<file path="config.mk">
export PLATFORM = sky130hd
export DESIGN_NAME = alu_decode_stage
export DESIGN_NICKNAME = d
export VERILOG_FILES = /design/src/rtl/alu_decode_stage.sv
export SDC_FILE = /design/constraint.sdc
export NUM_CORES = 1
export LEC_CHECK = 0
export BUFFER_PORTS_ARGS = -buffer_cell sky130_fd_sc_hd__buf_2
export CORE_UTILIZATION = 49
export DETAILED_ROUTE_END_ITERATION = 8
export GPL_TIMING_DRIVEN = 0
export PLACE_DENSITY_LB_ADDON = 0.2
export REMOVE_ABC_BUFFERS = 1
export SETUP_SLACK_MARGIN = 0.1
export SLEW_MARGIN = 20
export SYNTH_ARGS = -nofsm -noshare
export SYNTH_HDL_FRONTEND = slang
export SYNTH_SLANG_ARGS = --single-unit
export TNS_END_PERCENT = 10
</file>
<file path="constraint.sdc">
create_clock -name clk -period 3 [get_ports clk]
set_clock_uncertainty 0.1 [all_clocks]
set_input_delay 0.6 -clock clk [delete_from_list [all_inputs] [get_ports clk]]
set_output_delay 0.6 -clock clk [all_outputs]
set_load 0.1 [all_outputs]
</file>
<file path="src/rtl/alu_decode_stage.sv">
// alu_decode_stage: registered RV32I decode stage feeding the ALU.
// Decodes OP, OP-IMM and LUI into ALU control fields and register indices,
// holds them in one output register behind a valid/ready handshake, and
// keeps a saturating count of accepted illegal instructions.
//
// Ports:
//   clk, rst             rising-edge clock, synchronous active-high reset
//   flush                drop the held entry and any entry accepted this cycle
//   in_valid/in_ready    upstream handshake, instr is the RV32I word
//   out_valid/out_ready  downstream handshake for the decoded fields
//   alu_operation        4-bit ALU opcode
//   alu_immediate_enable operand 2 comes from immediate_data
//   immediate_data       sign-extended I immediate or U immediate
//   alu_shamt            immediate shift amount (0 when not an immediate shift)
//   shamt_from_reg       register shift, shamt comes from rs2 data
//   rs1_addr/rs2_addr/rd_addr, rd_write_enable
//   illegal_instr        held instruction is unsupported or malformed
//   illegal_count        saturating count of accepted illegal instructions
module alu_decode_stage (
  input  logic        clk,
  input  logic        rst,
  input  logic        flush,
  input  logic        in_valid,
  output logic        in_ready,
  input  logic [31:0] instr,
  output logic        out_valid,
  input  logic        out_ready,
  output logic [3:0]  alu_operation,
  output logic        alu_immediate_enable,
  output logic [31:0] immediate_data,
  output logic [4:0]  alu_shamt,
  output logic        shamt_from_reg,
  output logic [4:0]  rs1_addr,
  output logic [4:0]  rs2_addr,
  output logic [4:0]  rd_addr,
  output logic        rd_write_enable,
  output logic        illegal_instr,
  output logic [15:0] illegal_count
);

  localparam int unsigned XLEN   = 32;
  localparam int unsigned OPW    = 4;
  localparam int unsigned REGW   = 5;
  localparam int unsigned CNTW   = 16;

  localparam logic [6:0] OPC_OP     = 7'b0110011;
  localparam logic [6:0] OPC_OP_IMM = 7'b0010011;
  localparam logic [6:0] OPC_LUI    = 7'b0110111;

  localparam logic [6:0] F7_BASE = 7'b0000000;
  localparam logic [6:0] F7_ALT  = 7'b0100000;

  localparam logic [OPW-1:0] ALU_ADD  = 4'b0000;
  localparam logic [OPW-1:0] ALU_SUB  = 4'b0001;
  localparam logic [OPW-1:0] ALU_SLL  = 4'b0010;
  localparam logic [OPW-1:0] ALU_SLT  = 4'b0011;
  localparam logic [OPW-1:0] ALU_SLTU = 4'b0100;
  localparam logic [OPW-1:0] ALU_XOR  = 4'b0101;
  localparam logic [OPW-1:0] ALU_SRA  = 4'b0110;
  localparam logic [OPW-1:0] ALU_SRL  = 4'b0111;
  localparam logic [OPW-1:0] ALU_OR   = 4'b1000;
  localparam logic [OPW-1:0] ALU_AND  = 4'b1001;

  localparam logic [CNTW-1:0] CNT_MAX = '1;

  // Instruction field slices
  logic [6:0]      w_opcode;
  logic [2:0]      w_funct3;
  logic [6:0]      w_funct7;
  logic [REGW-1:0] w_rs1_f;
  logic [REGW-1:0] w_rs2_f;
  logic [REGW-1:0] w_rd_f;

  assign w_opcode = instr[6:0];
  assign w_rd_f   = instr[11:7];
  assign w_funct3 = instr[14:12];
  assign w_rs1_f  = instr[19:15];
  assign w_rs2_f  = instr[24:20];
  assign w_funct7 = instr[31:25];

  // Decoded fields for the incoming word
  logic [OPW-1:0]  w_op;
  logic            w_imm_en;
  logic [XLEN-1:0] w_imm;
  logic [REGW-1:0] w_shamt;
  logic            w_sfr;
  logic [REGW-1:0] w_rs1;
  logic [REGW-1:0] w_rs2;
  logic [REGW-1:0] w_rd;
  logic            w_we;
  logic            w_ill;
  logic            w_accept;

  // Output register
  logic            r_valid;
  logic [OPW-1:0]  r_op;
  logic            r_imm_en;
  logic [XLEN-1:0] r_imm;
  logic [REGW-1:0] r_shamt;
  logic            r_sfr;
  logic [REGW-1:0] r_rs1;
  logic [REGW-1:0] r_rs2;
  logic [REGW-1:0] r_rd;
  logic            r_we;
  logic            r_ill;
  logic [CNTW-1:0] r_count;

  // funct7=0000000 / OP-IMM funct3 mapping; 101 defaults to the logical shift
  function automatic logic [OPW-1:0] f3_to_op(input logic [2:0] f3);
    logic [OPW-1:0] op;
    case (f3)
      3'b000:  op = ALU_ADD;
      3'b001:  op = ALU_SLL;
      3'b010:  op = ALU_SLT;
      3'b011:  op = ALU_SLTU;
      3'b100:  op = ALU_XOR;
      3'b101:  op = ALU_SRL;
      3'b110:  op = ALU_OR;
      default: op = ALU_AND;
    endcase
    return op;
  endfunction

  assign in_ready = !rst && (!r_valid || out_ready);
  assign w_accept = in_valid && in_ready;

  // Combinational decode of instr
  always_comb begin
    w_op     = ALU_ADD;
    w_imm_en = 1'b0;
    w_imm    = '0;
    w_shamt  = '0;
    w_sfr    = 1'b0;
    w_rs1    = '0;
    w_rs2    = '0;
    w_rd     = '0;
    w_we     = 1'b0;
    w_ill    = 1'b0;

    case (w_opcode)
      OPC_OP: begin
        w_rs1 = w_rs1_f;
        w_rs2 = w_rs2_f;
        w_rd  = w_rd_f;
        w_we  = 1'b1;
        if (w_funct7 == F7_BASE) begin
          w_op  = f3_to_op(w_funct3);
          w_sfr = (w_funct3 == 3'b001) || (w_funct3 == 3'b101);
        end else if (w_funct7 == F7_ALT && w_funct3 == 3'b000) begin
          w_op = ALU_SUB;
        end else if (w_funct7 == F7_ALT && w_funct3 == 3'b101) begin
          w_op  = ALU_SRA;
          w_sfr = 1'b1;
        end else begin
          w_ill = 1'b1;
        end
      end
      OPC_OP_IMM: begin
        w_imm_en = 1'b1;
        w_imm    = XLEN'({{20{instr[31]}}, instr[31:20]});
        w_rs1    = w_rs1_f;
        w_rd     = w_rd_f;
        w_we     = 1'b1;
        w_op     = f3_to_op(w_funct3);
        // Immediate shifts reuse imm[11:5] as a funct7 qualifier
        if (w_funct3 == 3'b001) begin
          w_shamt = w_rs2_f;
          if (w_funct7 != F7_BASE) w_ill = 1'b1;
        end else if (w_funct3 == 3'b101) begin
          w_shamt = w_rs2_f;
          if (w_funct7 == F7_ALT)       w_op  = ALU_SRA;
          else if (w_funct7 != F7_BASE) w_ill = 1'b1;
        end
      end
      OPC_LUI: begin
        w_imm_en = 1'b1;
        w_imm    = {instr[31:12], 12'b0};
        w_rd     = w_rd_f;
        w_we     = 1'b1;
      end
      default: w_ill = 1'b1;
    endcase

    // Illegal words present only the flag
    if (w_ill) begin
      w_op     = ALU_ADD;
      w_imm_en = 1'b0;
      w_imm    = '0;
      w_shamt  = '0;
      w_sfr    = 1'b0;
      w_rs1    = '0;
      w_rs2    = '0;
      w_rd     = '0;
      w_we     = 1'b0;
    end
  end

  // Output pipeline register; flush wins over load and consume
  always_ff @(posedge clk) begin
    if (rst) begin
      r_valid  <= 1'b0;
      r_op     <= '0;
      r_imm_en <= 1'b0;
      r_imm    <= '0;
      r_shamt  <= '0;
      r_sfr    <= 1'b0;
      r_rs1    <= '0;
      r_rs2    <= '0;
      r_rd     <= '0;
      r_we     <= 1'b0;
      r_ill    <= 1'b0;
    end else if (flush) begin
      r_valid <= 1'b0;
    end else if (w_accept) begin
      r_valid  <= 1'b1;
      r_op     <= w_op;
      r_imm_en <= w_imm_en;
      r_imm    <= w_imm;
      r_shamt  <= w_shamt;
      r_sfr    <= w_sfr;
      r_rs1    <= w_rs1;
      r_rs2    <= w_rs2;
      r_rd     <= w_rd;
      r_we     <= w_we;
      r_ill    <= w_ill;
    end else if (out_ready) begin
      r_valid <= 1'b0;
    end
  end

  // Illegal counter counts every accepted illegal word, flushed or not
  always_ff @(posedge clk) begin
    if (rst) begin
      r_count <= '0;
    end else if (w_accept && w_ill && r_count != CNT_MAX) begin
      r_count <= r_count + CNTW'(1);
    end
  end

  assign out_valid            = r_valid;
  assign alu_operation        = r_op;
  assign alu_immediate_enable = r_imm_en;
  assign immediate_data       = r_imm;
  assign alu_shamt            = r_shamt;
  assign shamt_from_reg       = r_sfr;
  assign rs1_addr             = r_rs1;
  assign rs2_addr             = r_rs2;
  assign rd_addr              = r_rd;
  assign rd_write_enable      = r_we;
  assign illegal_instr        = r_ill;
  assign illegal_count        = r_count;

endmodule

</file>
Yosys cells after proc, flatten, opt, wreduce, memory -nomap -nowiden
Cells that the tools add are included.

Register bits: 77. Bits of input ports: 37. Output and inout bits: 78. Word-level logic and storage cells: 84.

Add/sub/neg operators: 1. Equal/unequal tests: 11. Muxes and demuxes: 40. Bitwise operators: 1. Reduce and logical (&&, ||, !) cells: 19.

Operators by type and width (number): $pmux 32 s2 (1); $mux 5 (10); $mux 32 (1); $pmux 4 s7 (1); $eq 7x6->1 const B (3); $mux 4 (5); $mux 1 (18); $add 16x1->16 const B (1); $ne 16x16->1 const B (1); $eq 3x3->1 const B (3); $pmux 4 s2 (1); $eq 7x5->1 const B (1); $logic_not 7->1 (1); $reduce_bool 7->1 (1); $eq 3x2->1 const B (2); $logic_and 1x1->1 (6); $mux 3 (2); $reduce_or 2->1 (3); $eq 3x1->1 const B (1); $logic_not 3->1 (1); $pmux 1 s3 (1); $reduce_or 3->1 (1); $logic_not 1->1 (2); $logic_or 1x1->1 (2); 3 further kinds (3).

Longest topological paths before layout
Gate-level depths: netlist of the first run.

Depth after elaboration: 8. Gate-level depth with buffers: 9.

Least setup slack after synthesis of the first run
OpenSTA, ideal clock, no wires.

Path type: in2out. From: input port rst. To: output port in_ready. Arrival time: 2.255 ns. Data required time: 2.300 ns. Setup slack: 0.045 ns. Cell stages on the path: 3. Buffers on the path: 2. Cell sequence: clkbuf_1 > clkbuf_1 > nor2_1.

Longest elaborated chain between the ends: 2.

Ends and longest elaborated chain: start: declaration (RTL line 21) `input logic rst,`; $logic_not 1->1 (RTL line 124) `assign in_ready = !rst && (!r_valid || out_ready);`; $logic_and 1x1->1 (RTL line 124); end: declaration (RTL line 24) `output logic in_ready,`.

No other way between the ends.

Final worst setup path of the first run
From: input port instr[26]. To: register r_count[1], in the netlist illegal_count[1].

Longest elaborated chain between the ends: 8. Elaborated cells on any way between the ends: 15. Those cells by class: eq/ne: 1; mux: 8; reduce/logical: 6.

Ends and longest elaborated chain: start: declaration (RTL line 25) `input logic [31:0] instr,`; $reduce_bool 7->1 / $eq 7x6->1 (equally long branches); $mux 1 / $logic_and 1x1->1 (equally long branches) (RTL line 168, 172, 151); $mux 1 (on tied branches) (RTL line 171, 151); $mux 1 (on tied branches) (RTL line 169, 149); $mux 1 (on tied branches) (RTL line 166, 146); $pmux 1 s3 (*) (RTL line 140) `case (w_opcode)`; $logic_and 1x1->1 (*) (2 in series) (RTL line 235) `end else if (w_accept && w_ill && r_count != CNT_MAX) begin`; end signal: assignment (RTL line 236) `r_count <= r_count + CNTW'(1);`; end: declaration (RTL line 106) `logic [CNTW-1:0] r_count;`.

Mark *: on every way between the ends. The rest lies on a longest branch, timed or not. A chain may end at the register's enable or synchronous reset.

==> reports/results.ini, run 1 <==
[yosys]
synth_cells=342
avgSynthCellArea_um2=9.21
synthMuxAreaShare=0.00675
synthXorXnorAreaFrac=0.00278
yosysSeqAreaShare=0.489
yosysWarnings=0
synth_compound_area_frac=0.251
synth_top_family_by_area=compound AO/OA/AOI/OAI gates
synth_cell_type_count=47
synth_adder_area_share=0.00397
synth_seq_cells=77
synth_area_um2=3150
synth-simple-area-share=0.205

[global_route]
grt_pass1_vias=2630
grt_overflow_total=0
grt_start_max_net_pins=39
antenna_found_initial=0
grt_pass1_wl_mm=12.7
grt_usage=0.250

[sta]
max_freq_mhz=371
tightestPinTransition_ns=0.768
slew_headroom=0.485
fin_tns_setup_ns=0
fin_crit_sh=0.898
report.final.slew_viol_count=0
rsz0062_at_grt=false
hold-worst-slack_ns=0.357
fin_crit_ns=2.70
hold_viol=0
finalSetupViolCount=0

[worst_hold_path]
hold_class=reg -> reg

[detailed_routing]
vias_per_cell=5.72
drc_errors=0
drt-wirelength-per-cell_um=15.3
dr.pass1.iters=5
drtIter0Drc=133
drtAntennaViolNets=0
vias=3027
wl_mm=8.10

[clock_network]
ctsHtreeMaxLevel=3
cts_max_path_buffers=2
cts_buffers=9
clk_latency_ns=0.34
cts_root_buf=clkbuf_8
clock-sinks=77
cts_tree=yes
path_clk_slew_ns=0.08

[layout]
diodes=0
num-nets-final=487
final_core_util=0.656
area_growth_pct=26.3
fin_area_um2=3980
largest_reg_flops=32
drive_gt1_frac=0.322

[pwr]
ir_drop_uv=374
p_leak_uw=0.00176
power_uw=2040
power.density_nw_per_um2=514

[critical_path]
worstPathRequired_ns=3.14
crit_type=in -> reg
cp_data_arrival_time_ns=2.83
end_kind=flop
cp_max_fo=29
crit_path_start_kind=input port

[job]
max_cap_viol_count=0

[floorplan]
die_h_um=82.2
initial_utilization=0.520
fp.dieW_um=82.2
row_count=28
die-area_um2=6750
ios=115
core_area_um2=6060

[run_status]
status=finished clean

[placement]
dp_hpwl_mm=5.61
post_dp_cell_area_um2=3740
place.gp.congestion=0.769
portBuffers=114

cells in the final DEF (no fill, tap or decap), types with 2 or more instances in the layout:
| cell type | netlist | final |
|---|---|---|
| a211oi_1 | 2 | 2 |
| a21o_1 | 2 | 2 |
| a21oi_1 | 23 | 23 |
| a221oi_1 | 3 | 3 |
| a22o_1 | 22 | 22 |
| a22oi_1 | 21 | 21 |
| and3_1 | 6 | 6 |
| buf_2 | 3 | 114 |
| buf_4 | 3 | 5 |
| clkbuf_8 | 0 | 9 |
| clkinvlp_4 | 0 | 2 |
| dfxtp_1 | 77 | 77 |
| inv_1 | 5 | 5 |
| inv_6 | 0 | 3 |
| nand2_1 | 26 | 26 |
| nand2b_1 | 5 | 5 |
| nand2b_4 | 2 | 2 |
| nand3_1 | 8 | 8 |
| nand3b_1 | 3 | 3 |
| nand4_1 | 2 | 2 |
| nor2_1 | 34 | 32 |
| nor2b_1 | 4 | 4 |
| nor3_1 | 12 | 11 |
| nor4_4 | 1 | 2 |
| o21ai_0 | 13 | 13 |
| o21ai_1 | 4 | 4 |
| o311ai_0 | 2 | 2 |
| o311ai_1 | 2 | 2 |
| o31ai_1 | 7 | 7 |
| o41ai_1 | 3 | 3 |
| or2_1 | 2 | 2 |
| or3_1 | 6 | 6 |
| or4_1 | 6 | 6 |
metrics by stage:
step	std cells	setup slack (ns)
floorplan	318	-0.0978
global placement	507	-1.42
detailed placement	509	-0.744
CTS	526	0.176
global route	529	0.165
finish	529	0.305
final timing paths:
check	start	end	slack, ns	depth (start not counted)
worst max-delay path	instr[26]	illegal_count[1]	0.30	7
worst max register to register	illegal_count[0]	illegal_count[1]	0.68	7
worst min-delay path	immediate_data[11]	immediate_data[11]	0.36	2
worst min register to register	immediate_data[11]	immediate_data[11]	0.36	2
power breakdown:
part / internal, µW / switching [µW]
registers: 1030 / 5.84
clock network: 394 / 407
logic: 49.4 / 159
final cells by class:
type                       instances  area, µm²
multi-input combinational        236       1500
sequential                        77       1540
clock buffer                       9        124
timing repair buffer             120        619
inverter                           5       18.8
fill                             550       2080
tap                               75       93.8
clock inverter                     7       80.1
cells in the mapped netlist, drive strengths merged:
| master | count | area [µm²] |
|---|---|---|
| or4 | 6 | 45.0 |
| a22oi | 21 | 158 |
| nand2b | 7 | 58.8 |
| o311ai | 4 | 35.0 |
| xor2 | 1 | 8.76 |
| dfxtp | 77 | 1540 |
| nor2b | 4 | 25.0 |
| a21o | 2 | 15.0 |
| o21a | 1 | 7.51 |
| nor4 | 3 | 40.0 |
| or2 | 2 | 12.5 |
| ha | 1 | 12.5 |
| a211oi | 2 | 15.0 |
| and4bb | 1 | 12.5 |
| a31oi | 1 | 21.3 |
| nand2 | 26 | 97.6 |
| and2 | 1 | 6.26 |
| buf | 7 | 48.8 |
| a21oi | 23 | 115 |
| o41ai | 3 | 26.3 |
| mux2 | 1 | 11.3 |
| nand3b | 3 | 22.5 |
| nor3 | 12 | 60.1 |
| o21ai | 17 | 85.1 |
| clkbuf | 17 | 63.8 |
| o31ai | 8 | 65.1 |
| or3 | 6 | 37.5 |
| a32o | 1 | 10.0 |
| nand3 | 8 | 40.0 |
| a221o | 1 | 10.0 |
| mux2i | 1 | 10.0 |
| nor2 | 34 | 128 |
| nand4 | 2 | 12.5 |
| o21bai | 1 | 7.51 |
| a221oi | 3 | 26.3 |
| a22o | 22 | 193 |
| inv | 5 | 18.8 |
| and3 | 6 | 37.5 |
| and4 | 1 | 8.76 |
layer usage:
layer  GRT usage  up-vias  wire (µm)
li1            -     1482          -
met1       0.321     1455       3640
met2       0.409       81       3970
met3      0.0560        9        400
met4      0.0912        0         92
met5           0        -          0
cells by family after synthesis:
| family | Yosys count |
|---|---|
| flip-flops | 77 |
| XOR/XNOR | 1 |
| AO/OA/AOI/OAI | 110 |
| multiplexers | 2 |
| buffers and inverters | 29 |
| adder cells (fa/ha/maj) | 1 |
| AND/OR/NAND/NOR | 122 |
worst max-delay path, cell delays in order:
cell and delay [ns]:
buf_2 0.13, nor4_4 0.37, nand2_1 0.25, o31ai_2 0.36, a21o_1 0.67, nor2_1 0.12
mux2_1 0.33
repair_timing:
item	in CTS	in global routing
cloned	0	0
resized for setup	1	0
setup buffers	1	3
hold buffers	0	0
endpoints found under the setup margin	26	15
pin swaps	1	1
(Power assumes the default switching activity.)
==> run 2, diff against run 1 <==
--- a/config.mk
+++ b/config.mk
@@ -7,6 +7,7 @@
 export LEC_CHECK = 0
 export BUFFER_PORTS_ARGS = -buffer_cell sky130_fd_sc_hd__buf_2
 export CORE_UTILIZATION = 49
+export CTS_BUF_LIST = sky130_fd_sc_hd__clkbuf_16
 export DETAILED_ROUTE_END_ITERATION = 8
 export GPL_TIMING_DRIVEN = 0
 export PLACE_DENSITY_LB_ADDON = 0.2
==> run 2 against run 1 <==
Compared with the run above: fmax is 1.5% higher; non-clock buffer count stayed put; routed wire length is 0.54% lower; sequential share of layout area is 0.99 points lower; clock power is 36% higher; sequential power hardly changed.
==> reports/results.ini, run 2 (same netlist as run 1, synthesis figures left out) <==
[global_route]
antenna_found_initial=0  ; unchanged
grt_usage=0.250  ; about the same
grt_start_max_net_pins=39  ; unchanged
grt_pass1_wl_mm=12.7  ; about the same
grt_overflow_total=0  ; unchanged
grt_pass1_vias=2620  ; -0.38%

[detailed_routing]
drtAntennaViolNets=0  ; unchanged
vias_per_cell=5.74  ; +0.26%
drc_errors=0  ; unchanged
wl_mm=8.06  ; -0.54%
vias=3035  ; +0.26%
drtIter0Drc=140  ; +5.3%
drt-wirelength-per-cell_um=15.2  ; -0.54%
dr.pass1.iters=4  ; -1

[clock_network]
cts_max_path_buffers=2  ; unchanged
cts_root_buf=clkbuf_16
clk_latency_ns=0.33  ; about the same
cts-hold-fix-buffers=0  ; unchanged
path_clk_slew_ns=0.06  ; -0.02 ns
ctsHtreeMaxLevel=3  ; unchanged
cts_buffers=9  ; unchanged
cts_tree=yes
clock-sinks=77  ; unchanged

[pwr]
intPower_uw=1730  ; +18%
pwr-share-seq=0.445  ; -0.062
power.density_nw_per_um2=571  ; +11%
p_sw_uw=597  ; +4.5%
p_leak_uw=0.00181  ; +2.7%
p_clk_frac=0.466  ; +0.074
combPwrFrac=0.089  ; -0.013
ir_drop_uv=402  ; +7.3%
power_switching_share=0.256  ; -0.0233

[layout]
diodes=0  ; unchanged
area_growth_pct=29.6
largest_reg_flops=32  ; unchanged
fill_cells=523  ; -4.9%
multiInputGateArea_um2=1500  ; unchanged
fin_area_um2=4080  ; +2.6%
drive_gt1_frac=0.322  ; unchanged
regArea_um2=1540  ; unchanged
layout_commonest_cell=buf_2
instances_no_fill=529  ; unchanged
mostFrequentLayoutCells=buf_2, dfxtp_1, nor2_1
num-nets-final=487  ; unchanged

[sta]
fin_crit_ns=2.65  ; -0.0408 ns
rsz0062_at_grt=false
max_freq_mhz=377  ; +1.5%
fin_ws_ns=0.346  ; +0.0408 ns
fin_crit_sh=0.885  ; -0.0136
finalSetupViolCount=0  ; unchanged
hold-worst-slack_ns=0.354  ; -0.00270 ns
slew_headroom=0.487  ; +0.00200
hold_viol=0  ; unchanged
report.final.slew_viol_count=0  ; unchanged
fin_tns_setup_ns=0  ; unchanged
tightestPinTransition_ns=0.765  ; -0.00298 ns

[placement]
post-place-ws_ns=-0.744  ; unchanged
place.gp.congestion=0.769  ; unchanged
portBuffers=114  ; unchanged
post_dp_cell_area_um2=3740  ; unchanged
place_inst=509  ; unchanged
dp_hpwl_mm=5.61  ; unchanged

[critical_path]
worstPathRequired_ns=3.12  ; -0.02 ns
crit_type=in -> reg
cp_data_arrival_time_ns=2.77  ; -0.06 ns
end_kind=flop
critPathLaunch=instr[26]
crit_path_start_kind=input port
cp_max_fo=29  ; unchanged
worstReg2RegStart=illegal_count[0]

[job]
max_cap_viol_count=0  ; unchanged

[floorplan]
row_count=28  ; unchanged
fp.dieW_um=82.2  ; unchanged
ios=115  ; unchanged
core_area_um2=6060  ; unchanged
die-area_um2=6750  ; unchanged
die_h_um=82.2  ; unchanged
initial_utilization=0.520  ; unchanged

[worst_hold_path]
holdCritStartpoint=alu_operation[3]
hold_class=reg -> reg

[run_status]
status=finished clean

==> run 2: worst max-delay path: stages <==
cell,delay (ns)
buf_2,0.13
nor4_4,0.35
nand2_1,0.23
o31ai_2,0.35
a21o_1,0.67
nor2_1,0.12
mux2_1,0.33
==> run 2: layout make-up <==
| class | count | share of cell area |
|---|---|---|
| clock buffer | 9 | 0.0552 |
| clock inverter | 7 | 0.0196 |
| inverter | 5 | 0.00460 |
| multi-input combinational | 236 | 0.368 |
| sequential | 77 | 0.378 |
| tap | 75 | 0.0230 |
| timing repair buffer | 120 | 0.152 |
==> run 2: worst paths after layout <==
path                           end  slack [ns]  cells past startpoint
hold reg to reg   alu_operation[3]        0.35                      2
hold / removal    alu_operation[3]        0.35                      2
setup reg to reg  illegal_count[1]        0.68                      7
setup / recovery  illegal_count[1]        0.35                      7
==> run 2: timing repair <==
action,in CTS,in global routing
buffers inserted,1,3
pin swaps,1,1
resized for setup,1,1
setup endpoints to repair,27,22
==> run 2: power by group through the flow <==
stage	registers (µW)	logic [µW]	clock network (µW)
after CTS	1040	205	1110
final	1040	208	1090
after global placement	1060	198	0
after floorplan	1130	60.0	0
after detailed placement	1060	204	0
after global routing	1040	222	1160
==> run 2: layer usage <==
| layer | GRT usage | routed length (µm) | up-vias |
|---|---|---|---|
| met5 | 0 | 0 | - |
| met4 | 0.0965 | 59 | 0 |
| met3 | 0.0560 | 510 | 6 |
| met2 | 0.405 | 3940 | 101 |
| met1 | 0.323 | 3550 | 1444 |
| li1 | - | - | 1484 |
==> run 2: stage by stage <==
step | power [µW] | util
finish | 2330 | 0.673
global route | 2420 | 0.673
CTS | 2350 | 0.669
detailed placement | 1260 | 0.617
global placement | 1260 | 0.611
floorplan | 1190 | -
==> run 3, diff against run 2 <==
==> constraint.sdc (replaced) <==
create_clock -name clk -period 3 [get_ports clk]
set_clock_uncertainty 0.1 [all_clocks]
set_input_delay 0 -clock clk [delete_from_list [all_inputs] [get_ports clk]]
set_output_delay 0 -clock clk [all_outputs]
set_load 0.1 [all_outputs]
==> run 3 against run 2 <==
Compared with the run above: design area increased by 6.6%; die area unchanged; sequential share of layout area decreased by 2.3 points; first-iteration DRC count decreased by 2.9%; register-to-register slack got worse by 0.13 ns.
==> reports/results.ini, run 3 (same netlist as run 1, synthesis figures left out) <==
[sta]
tightestPinTransition_ns=0.790  ; +0.0250 ns
fin_crit_ns=2.64  ; -0.0191 ns
report.final.slew_viol_count=0  ; unchanged
hold_viol=0  ; unchanged
max_freq_mhz=379  ; +0.72%
finalSetupViolCount=0  ; unchanged
fin_crit_sh=0.878  ; -0.00637
slew_headroom=0.470  ; -0.0168
rsz0062_at_grt=false
fin_tns_setup_ns=0  ; unchanged

[job]
max_cap_viol_count=0  ; unchanged

[pwr]
power.density_nw_per_um2=543  ; -5.0%
ir_drop_uv=406  ; +1.0%
p_leak_uw=0.00192  ; +6.3%

[detailed_routing]
wl_mm=8.66  ; +7.4%
vias=3177  ; +4.7%
vias_per_cell=5.71  ; -0.40%
drc_errors=0  ; unchanged
drtAntennaViolNets=0  ; unchanged
dr.pass1.iters=5  ; +1
drtIter0Drc=136  ; -2.9%
drt-wirelength-per-cell_um=15.6  ; +2.2%

[placement]
post_dp_cell_area_um2=3740  ; unchanged
portBuffers=114  ; unchanged
place.gp.congestion=0.769  ; unchanged
dp_hpwl_mm=5.61  ; unchanged

[clock_network]
cts_buffers=9  ; unchanged
clk_latency_ns=0.33  ; about the same
cts_tree=yes
ctsResizeCount=0  ; -1
clock-sinks=77  ; unchanged
path_clk_slew_ns=0.06  ; about the same
cts_root_buf=clkbuf_16
ctsHtreeMaxLevel=3  ; unchanged
cts_max_path_buffers=2  ; unchanged

[layout]
layout_commonest_cell=buf_2
largest_reg_flops=32  ; unchanged
mostFrequentLayoutCells=buf_2, dfxtp_1, nor2_1
fin_area_um2=4350  ; +6.6%
diodes=0  ; unchanged
num-nets-final=514  ; +5.5%
drive_gt1_frac=0.301  ; -0.0201
area_growth_pct=38.2

[worst_hold_path]
hold_class=in -> reg

[floorplan]
die-area_um2=6750  ; unchanged
initial_utilization=0.520  ; unchanged
ios=115  ; unchanged
fp.dieW_um=82.2  ; unchanged
core_area_um2=6060  ; unchanged
die_h_um=82.2  ; unchanged
row_count=28  ; unchanged

[critical_path]
crit_chain=dlygate4sd3_1 > buf_2 > nor4_4 > nand2_1 > o31ai_2 > a21o_1 > nor2_1 > mux2_1
critPathMaxStageDelay_ns=0.67  ; about the same
worstPathRequired_ns=3.12  ; about the same
cp_data_arrival_time_ns=2.76  ; about the same
crit_type=in -> reg
crit_path_start_kind=input port
critical_path_buf_inv_count=2  ; +1
end_kind=flop
crit_family=compound AO/OA/AOI/OAI gates
cp_max_fo=29  ; unchanged
cp_slowest_cell=a21o_1

[global_route]
grt_pass1_vias=2843  ; +8.5%
grt_start_max_net_pins=39  ; unchanged
antenna_found_initial=0  ; unchanged
grt_usage=0.267  ; +0.0176
grt_overflow_total=0  ; unchanged
grt_pass1_wl_mm=13.6  ; +7.3%

[run_status]
status=finished clean

[run 3: cell count changes in the layout (fill, tap and decap cells not counted), sizes merged]
cell,change
clkbuf,-1
dlygate4sd3,+28
[run 3: worst register-to-register path: cells and delay by family (launching register included)]
family	cells	cell delay [ns]
flip-flops	1	0.31
AO/OA/AOI/OAI	1	0.13
buffers and inverters	1	0.39
AND/OR/NAND/NOR	5	1.47
[run 3: metal layers]
layer	wire length, µm	track usage	vias to the layer above	part of all wire
met5	0	0	-	0
met4	89	0.104	0	0.010
met3	426	0.0560	10	0.049
met2	4330	0.445	99	0.50
met1	3810	0.338	1529	0.44
li1	-	-	1539	-
[run 3: cell type report]
type | instances | area [µm²]
Sequential cell | 77 | 1540
Tap cell | 75 | 93.8
Timing Repair Buffer | 147 | 892
Clock buffer | 9 | 225
Clock inverter | 7 | 80.1
Fill cell | 484 | 1710
Multi-Input combinational cell | 236 | 1500
Inverter | 5 | 18.8
[run 3: metrics by stage]
step / worst slack [ns] / hold WS [ns] / power (µW) / instances / utilization
6_report: 0.365 / 0.117 / 2360 / 556 / 0.718
5_1_grt: 0.179 / 0.151 / 2440 / 556 / 0.718
4_1_cts: 0.136 / 0.107 / 2380 / 553 / 0.714
3_5_place_dp: -0.144 / 0.112 / 1260 / 509 / 0.617
3_3_place_gp: -0.822 / 0.109 / 1260 / 507 / 0.611
2_1_floorplan: -0.0978 / -0.0309 / 1190 / 318 / -
[run 3: report_power, final]
group	leakage [µW]	total, µW	internal, µW	switching [µW]
Clock	0.000143	1090	654	437
Sequential	0.000621	1040	1030	5.96
Combinational	0.00116	234	70.4	164
Total	0.00192	2360	1760	607
[run 3: final timing paths]
kind / end / startpoint / slack (ns) / cells past startpoint
max: illegal_count[1] / instr[26] / 0.36 / 8
max reg2reg: alu_shamt[4] / out_valid / 0.55 / 7
min reg2reg: immediate_data[11] / immediate_data[11] / 0.35 / 2
min: immediate_data[31] / instr[2] / 0.12 / 5
[run 3: repair_timing]
item                                   4_1_cts  5_1_grt
hold buffers                                28        0
setup buffers                                0        3
setup endpoints to repair                    0        5
endpoints found under the hold margin       53        0
